File: src/rtl/pc_sequencer.sv
// pc_sequencer: fetch-address generator with a return-address stack.
//
// Each cycle the next fetch address is chosen from (highest priority first):
// exception vector, absolute jump (optionally pushing a return address),
// return-address pop, PC-relative branch, or a sequential step. A small
// BOOT/RUN/HALTED state machine gates whether pc is a real fetch.
//
// Ports:
//   i_clk            system clock, rising edge
//   i_rst_n          asynchronous active-low reset
//   i_stall          hold pc (does not block an exception)
//   i_halt           request entry to HALTED
//   i_exc_valid      exception redirect to i_exc_vector
//   i_jump_valid     absolute redirect to i_jump_target
//   i_call           with i_jump_valid: push pc+STEP
//   i_ret            pop the RAS and redirect to the popped address
//   i_branch_valid   redirect to pc + i_branch_offset (signed, address units)
//   i_clear_flags    clear the sticky RAS flags
//   o_pc             current fetch address (registered)
//   o_pc_valid       high only in RUN
//   o_pc_plus_step   o_pc + STEP
//   o_ras_count      live RAS entries
//   o_ras_overflow   sticky: push while full
//   o_ras_underflow  sticky: pop while empty

module pc_sequencer #(
    parameter int                WIDTH        = 32,
    parameter int                STEP         = 1,
    parameter logic [WIDTH-1:0]  RESET_VECTOR = '0,
    parameter int                RAS_DEPTH    = 4
) (
    input  logic                         i_clk,
    input  logic                         i_rst_n,
    input  logic                         i_stall,
    input  logic                         i_halt,
    input  logic                         i_exc_valid,
    input  logic [WIDTH-1:0]             i_exc_vector,
    input  logic                         i_jump_valid,
    input  logic [WIDTH-1:0]             i_jump_target,
    input  logic                         i_call,
    input  logic                         i_ret,
    input  logic                         i_branch_valid,
    input  logic [WIDTH-1:0]             i_branch_offset,
    input  logic                         i_clear_flags,
    output logic [WIDTH-1:0]             o_pc,
    output logic                         o_pc_valid,
    output logic [WIDTH-1:0]             o_pc_plus_step,
    output logic [$clog2(RAS_DEPTH):0]   o_ras_count,
    output logic                         o_ras_overflow,
    output logic                         o_ras_underflow
);

    localparam int PW = $clog2(RAS_DEPTH);
    localparam int CW = PW + 1;

    typedef enum logic [1:0] {
        S_BOOT   = 2'd0,
        S_RUN    = 2'd1,
        S_HALTED = 2'd2
    } state_t;

    state_t            r_state;
    state_t            w_next_state;
    logic [WIDTH-1:0]  r_pc;
    logic [WIDTH-1:0]  w_next_pc;
    logic [WIDTH-1:0]  w_pc_plus_step;

    // Circular LIFO: r_wp is the slot the next push writes, so the top of
    // stack lives one below it. Power-of-two depth lets the pointer wrap for
    // free, which is what makes an overflowing push overwrite the oldest entry.
    logic [WIDTH-1:0]  r_ras [RAS_DEPTH];
    logic [PW-1:0]     r_wp;
    logic [PW-1:0]     w_top_idx;
    logic [CW-1:0]     r_count;
    logic              r_oflow;
    logic              r_uflow;

    logic              w_push;
    logic              w_pop;
    logic              w_oflow_set;
    logic              w_uflow_set;

    assign w_pc_plus_step = r_pc + WIDTH'(STEP);
    assign w_top_idx      = r_wp - PW'(1);
    assign w_oflow_set    = w_push && (r_count == CW'(RAS_DEPTH));

    always_comb begin
        w_next_state = r_state;
        w_next_pc    = r_pc;
        w_push       = 1'b0;
        w_pop        = 1'b0;
        w_uflow_set  = 1'b0;
        case (r_state)
            S_BOOT: w_next_state = S_RUN;
            S_RUN: begin
                if (i_exc_valid) begin
                    w_next_pc = i_exc_vector;
                end else begin
                    if (i_stall) begin
                        w_next_pc = r_pc;
                    end else if (i_jump_valid) begin
                        w_next_pc = i_jump_target;
                        w_push    = i_call;
                    end else if (i_ret) begin
                        if (r_count != '0) begin
                            w_next_pc = r_ras[w_top_idx];
                            w_pop     = 1'b1;
                        end else begin
                            w_next_pc   = w_pc_plus_step;
                            w_uflow_set = 1'b1;
                        end
                    end else if (i_branch_valid) begin
                        w_next_pc = r_pc + i_branch_offset;
                    end else begin
                        w_next_pc = w_pc_plus_step;
                    end
                    // Whatever redirect was chosen above still lands this cycle.
                    if (i_halt) w_next_state = S_HALTED;
                end
            end
            S_HALTED: begin
                if (i_exc_valid) begin
                    w_next_pc    = i_exc_vector;
                    w_next_state = S_RUN;
                end
            end
            default: w_next_state = S_BOOT;
        endcase
    end

    always_ff @(posedge i_clk or negedge i_rst_n) begin
        if (!i_rst_n) begin
            r_state <= S_BOOT;
            r_pc    <= RESET_VECTOR;
        end else begin
            r_state <= w_next_state;
            r_pc    <= w_next_pc;
        end
    end

    always_ff @(posedge i_clk or negedge i_rst_n) begin
        if (!i_rst_n) begin
            r_wp    <= '0;
            r_count <= '0;
            r_oflow <= 1'b0;
            r_uflow <= 1'b0;
        end else begin
            if (w_push) begin
                r_wp <= r_wp + PW'(1);
                if (r_count != CW'(RAS_DEPTH)) r_count <= r_count + CW'(1);
            end else if (w_pop) begin
                r_wp    <= w_top_idx;
                r_count <= r_count - CW'(1);
            end
            // A set event in the same cycle as clear_flags must win.
            if (w_oflow_set)        r_oflow <= 1'b1;
            else if (i_clear_flags) r_oflow <= 1'b0;
            if (w_uflow_set)        r_uflow <= 1'b1;
            else if (i_clear_flags) r_uflow <= 1'b0;
        end
    end

    // Storage needs no reset: r_count gates every read.
    always_ff @(posedge i_clk) begin
        if (w_push) r_ras[r_wp] <= w_pc_plus_step;
    end

    assign o_pc            = r_pc;
    assign o_pc_valid      = (r_state == S_RUN);
    assign o_pc_plus_step  = w_pc_plus_step;
    assign o_ras_count     = r_count;
    assign o_ras_overflow  = r_oflow;
    assign o_ras_underflow = r_uflow;

endmodule

File: config.mk
export PLATFORM = sky130hd
export DESIGN_NAME = pc_sequencer
export DESIGN_NICKNAME = d
export VERILOG_FILES = /design/src/rtl/pc_sequencer.sv
export SDC_FILE = /design/constraint.sdc
export NUM_CORES = 1
export LEC_CHECK = 0
export ABC_AREA = 1
export BUFFER_PORTS_ARGS = -buffer_cell sky130_fd_sc_hd__buf_2
export CAP_MARGIN = 10
export CORE_ASPECT_RATIO = 1.5
export CORE_MARGIN = 2
export CORE_UTILIZATION = 62
export CTS_CLUSTER_SIZE = 16
export DETAILED_ROUTE_END_ITERATION = 12
export MAX_ROUTING_LAYER = met4
export PLACE_DENSITY_LB_ADDON = 0.12
export SLEW_MARGIN = 15
export SYNTH_ARGS = -nofsm -noshare
export SYNTH_HDL_FRONTEND = slang
export SYNTH_SLANG_ARGS = --single-unit
File: constraint.sdc
create_clock -name i_clk -period 4.1 [get_ports i_clk]
set_input_delay 0.82 -clock i_clk [delete_from_list [all_inputs] [get_ports i_clk]]
set_output_delay 0.82 -clock i_clk [all_outputs]
set_load 0.05 [all_outputs]
=== Word-level counts from Yosys, hierarchy flattened ===
Memory sizes are Yosys's and may differ from the RTL's.
Index checks and enable logic that the tools add are counted.
W data, S select, Z words.

* $add $sub $neg: 6
* Equal/unequal tests: 9
* Multiplexer cells: 38
* Reductions and logical operators: 10

{| class="wikitable"
|+ Operators with widths
! kind !! count
|-
| $mux W32 || 7
|-
| $pmux W32 S2 || 1
|-
| $add A32 B1 Y32 const B || 1
|-
| $add A32 B32 Y32 || 1
|-
| $mux W1 || 21
|-
| $mux W2 || 5
|-
| $mux W3 || 3
|-
| $reduce_bool A2 Y1 || 4
|-
| $ne A2 B2 Y1 const B || 3
|-
| $ne A3 B3 Y1 const B || 2
|-
| $pmux W2 S3 || 1
|-
| $reduce_and A3 Y1 || 2
|-
| $add A3 B1 Y3 const B || 1
|-
| $eq A3 B3 Y1 const B || 1
|-
| $reduce_bool A3 Y1 || 1
|-
| $sub A3 B1 Y3 const B || 1
|-
| $add A2 B1 Y2 const B || 1
|-
| $eq A2 B1 Y1 const B || 1
|-
| $eq A2 B2 Y1 const B || 1
|-
| $logic_not A2 Y1 || 1
|-
| $ne A2 B1 Y1 const B || 1
|-
| $reduce_and A2 Y1 || 1
|-
| $sub A2 B1 Y2 const B || 1
|-
| $logic_and A1 B1 Y1 || 1
|}

* Flip-flop bits (word level): 41
* Memory bits (writable): 128
* Bits of input ports: 106
* Output and inout bits: 70
* Logic and storage cells: 70
* Memories kept: 1

{| class="wikitable"
|+ Memory list
! name !! depth !! bits a word !! read ports !! clocked after memory_dff !! write ports !! RTL line !! text
|-
| r_ras || 4 || 32 || 1 || 0 || 1 || 71 || <nowiki>logic [WIDTH-1:0] r_ras [RAS_DEPTH];</nowiki>
|}

=== Logic depth before layout (Yosys ltp) ===
* Depth after elaboration: 9
* Gate-level depth with buffers: 15
* Gate-level depth less buffers: 15

=== Worst setup path after synthesis ===
Ideal clock, no wire load.

* Path kind: flip-flop to flip-flop
* Start point: register r_state[1]
* End point: memory r_ras[0][0] (enable)
* Setup time: 0.421 ns
* Arrival time: 2.941 ns
* Data required time: 3.679 ns
* Slack: 0.738 ns
* Cell stages (with the launch flop): 5
* Buffers on the path: 1
* Clock period less this slack: 3.362 ns
* Path through: dfrtp_1 nor2_1 nand3_1 clkbuf_1 nor2_1

* Cells in the longest elaborated chain, start to end: 4

{| class="wikitable"
|+ Ends and longest elaborated chain
! what !! RTL line !! text
|-
| start: declaration || 62 || <nowiki>state_t r_state;</nowiki>
|-
| start signal: assignment || 136 || <nowiki>r_state <= w_next_state;</nowiki>
|-
| $eq A2 B1 Y1 || - ||
|-
| via o_pc_valid || 46 || <nowiki>output logic o_pc_valid,</nowiki>
|-
| $mux W1 || 93 || <nowiki>case (r_state)</nowiki>
|-
| $mux W1 || 165 || <nowiki>if (w_push) r_ras[r_wp] <= w_pc_plus_step;</nowiki>
|-
| $mux W1 (not written as such) || 165 ||
|-
| end: declaration || 71 ||
|}

The timed path passes the listed nets, and every way through them passes these cells.

=== Worst setup path after layout ===
* Start point: register r_pc[1], in the netlist o_pc[1]
* End point: output o_pc_plus_step[14]

* Cells in the longest elaborated chain, start to end: 1

{| class="wikitable"
|+ Ends and longest elaborated chain
! what !! RTL line !! text
|-
| start: declaration || 64 || <nowiki>logic [WIDTH-1:0] r_pc;</nowiki>
|-
| start signal: assignment || 137 || <nowiki>r_pc <= w_next_pc;</nowiki>
|-
| $add A32 B1 Y32 || 83 || <nowiki>assign w_pc_plus_step = r_pc + WIDTH'(STEP);</nowiki>
|-
| end: declaration || 47 || <nowiki>output logic [WIDTH-1:0] o_pc_plus_step,</nowiki>
|}

No other way between the ends.

==> results.sh <==
export IMPL_ys_flop_type="edfxtp_1"
export IMPL_fillers=1516
export IMPL_cts_tree="done"
export IMPL_clock_path_buffers=2
export IMPL_die_w_microns=113
export IMPL_clock_sinks=169
export IMPL_maxSlewViolCount=0
export IMPL_grt_overflow=0
export IMPL_die_y_microns=168
export IMPL_drive_gt1_frac=0.155
export IMPL_critical_path_arrival_ns=2.74
export IMPL_antennaDiodeCount=0
export IMPL_syn_num_nets=1644
export IMPL_crit_path_start="o_pc[1]$_DFFE_PN0P_"
export IMPL_r2r_cells=11
export IMPL_whs_ns=0.235
export IMPL_htreeDepth=4
export IMPL_first_global_vias=10596
export IMPL_synthMuxAreaShare=0.00101
export IMPL_clock_latency_ns=0.43
export IMPL_tns_ns=0
export IMPL_multi_input_area_sq_um=5380
export IMPL_synth_most_common_cell="nand2_1"
export IMPL_status="finished clean"
export IMPL_crit_type="flip-flop to output port"
export IMPL_rsz0062_at_grt="no"
export IMPL_synth_xor_area_frac=0.0234
export IMPL_hold_viol=0
export IMPL_synthSimpleGateAreaFrac=0.289
export IMPL_rows=60
export IMPL_synthesis_area_sq_um=11100
export IMPL_cp_max_fo=7
export IMPL_peakVddDrop_uv=498
export IMPL_cts_resized=0
export IMPL_viasPerCell=5.85
export IMPL_core_area_sq_um=17800
export IMPL_io_pins=176
export IMPL_netlist_top_cell_by_area="edfxtp_1"
export IMPL_async_flop_share=0.243
export IMPL_grt_pass1_wl_mm=55.1
export IMPL_fmax_mhz=281
export IMPL_via_count=11080
export IMPL_worstSetupStartpointType="flip-flop"
export IMPL_dp_hpwl_mm=26.4
export IMPL_r2r_end="o_pc[24]$_DFFE_PN0P_"
export IMPL_synthAdderAreaFrac=0.0440
export IMPL_yosysWarnings=0
export IMPL_synth_edf_count=128
export IMPL_numCtsBuffers=17
export IMPL_synth_top_family_by_area="simple AND/OR/NAND/NOR gates"
export IMPL_drt_pass1_iterations=6
export IMPL_gp_congestion=1.00
export IMPL_drc=0
export IMPL_start_util=0.626
export IMPL_synth_seq_cells=169
export IMPL_antenna_found_initial=0
export IMPL_fin_skew_ns=0.0140
export IMPL_synth_seq_area_share=0.437
export IMPL_worstSetupEndpointType="output port"
export IMPL_cp_required_ns=3.28
export IMPL_grt_start_max_net_pins=69
export IMPL_drt_iter0_markers=1278
export IMPL_final_antenna_net_count=0
export IMPL_min_path_type="primary input to asynchronous set/reset pin"
export IMPL_synth_compound_area_share=0.125
export IMPL_postCtsSetupBuffers=0
export IMPL_avgSynthCellArea_sq_um=7.43
export IMPL_track_usage=0.390
export IMPL_yosysTopAreaCellShare=0.345
export IMPL_drv_cap=0
export IMPL_min_period_ns=3.56
export IMPL_r2r_start="r_wp[1]$_DFFE_PN0P_"
export IMPL_synth_common_cells="nand2_1, nor2_1, inv_1"
export IMPL_p_per_area_nw_per_um2=860
export IMPL_ctsHoldBuffers=0
export IMPL_wire_per_inst_microns=19.1
export IMPL_synth_cell_types=50
export IMPL_path_clk_slew_ns=0.07
export IMPL_worstMarginPinSlew_ns=1.07
export IMPL_r2r_setup_slack_ns=1.54
export IMPL_p_leak_uw=0.00606
export IMPL_fin_crit_sh=0.869
export IMPL_layout_nets=1808
export IMPL_synthCells=1500
export IMPL_numPortBuffers=175
export IMPL_slew_headroom=0.281
export IMPL_synth_area_top_cells="edfxtp_1, nand2_1, dfrtp_1, nor2_1, inv_1"
export IMPL_cts_root_buf="clkbuf_16"
export IMPL_totalWireLength_mm=36.2
export IMPL_area_growth_pct=14.9
export IMPL_die_area_sq_um=19100
export IMPL_register_area_sq_um=4870
export IMPL_finalSetupViolCount=0
==> cell type report <==
class                           instances  share of cell area
Inverter                              176              0.0516
Multi-Input combinational cell       1106               0.420
Clock inverter                         13              0.0121
Clock buffer                           19              0.0346
Tap cell                              217              0.0212
Sequential cell                       169               0.381
Timing Repair Buffer                  194              0.0796
==> routing by layer <==
layer / global-route usage / part of all wire / wire length, microns
met5: - / 0 / 0
met4: 0.188 / 0.050 / 1800
met3: 0.0500 / 0.080 / 2910
met2: 0.635 / 0.49 / 17800
met1: 0.482 / 0.38 / 13700
==> placed cells by master, fill, tap and decap left out, types with 4 or more instances in the layout <==
cell type | synthesis | final
a21oi_1 | 118 | 118
a22oi_1 | 6 | 6
buf_2 | 12 | 175
buf_4 | 1 | 19
clkbuf_16 | 0 | 17
clkinvlp_4 | 0 | 5
dfrtp_1 | 41 | 40
edfxtp_1 | 128 | 128
ha_1 | 36 | 36
inv_1 | 170 | 169
inv_2 | 4 | 5
inv_6 | 0 | 4
nand2_1 | 440 | 440
nand2_2 | 4 | 4
nand3_1 | 71 | 71
nand3b_1 | 7 | 7
nand4_1 | 8 | 8
nor2_1 | 217 | 213
nor2_2 | 3 | 7
nor3_1 | 7 | 7
nor3_2 | 4 | 4
o211ai_1 | 6 | 6
o21ai_0 | 86 | 86
o22ai_1 | 32 | 32
xnor2_1 | 4 | 4
xor2_1 | 22 | 22
==> state kept, by name, indices dropped and copies added, names as in the netlist <==
register	count
o_ras_overflow	1
o_pc	32
r_state	2
r_wp	2
o_ras_underflow	1
o_ras_count	3
r_ras	128
==> cells by family (layout without fill, tap and decap cells) <==
family | Yosys count | after routing
and+or+nand+nor | 780 | 780
AOI/OAI and AO/OA | 259 | 259
buffers and inverters | 225 | 402
DFF | 169 | 169
adders and majority gates | 38 | 38
xor gates and xnor gates | 28 | 28
muxes | 1 | 1
==> report_power, final <==
part | switching (uW) | leakage [uW] | internal (uW)
sequential | 393 | 0.00161 | 2300
combinational | 4900 | 0.00417 | 1760
clock | 720 | 0.000277 | 930
==> through the flow <==
| stage | total power (uW) | cells | cell area [sq um] | setup slack, ns | utilization |
|---|---|---|---|---|---|
| final | 11000 | 1894 | 12800 | 0.537 | 0.719 |
| after global routing | 11700 | 1894 | 12800 | 0.496 | 0.719 |
| after CTS | 10900 | 1894 | 12800 | 0.616 | 0.719 |
| after detailed placement | 9230 | 1862 | 12200 | 1.03 | 0.686 |
| after global placement | 9110 | 1862 | 12200 | 1.10 | 0.686 |
| after floorplan | 7380 | 1500 | 11100 | 0.738 | - |
==> how the worst max path moves through the flow <==
stage | slack [ns] | cells after the start | to
final | 0.54 | 7 | o_pc_plus_step[14]
after global routing | 0.50 | 7 | o_pc_plus_step[14]
after CTS | 0.62 | 7 | o_pc_plus_step[14]
after detailed placement | 1.03 | 9 | o_pc[2]$_DFFE_PN0P_
after global placement | 1.10 | 7 | o_pc_plus_step[14]
after floorplan | 0.74 | 4 | r_ras[0][0]$_DFFE_PP_
==> critical path, stage by stage, from the launching register on <==
cell,delay (ns)
dfrtp_1,0.49
ha_1,0.25
nand3_2,0.17
nor2_4,0.24
nand2_2,0.12
nor2b_2,0.20
xor2_1,0.46
buf_2,0.38
Power figures use the tool's default switching activity.
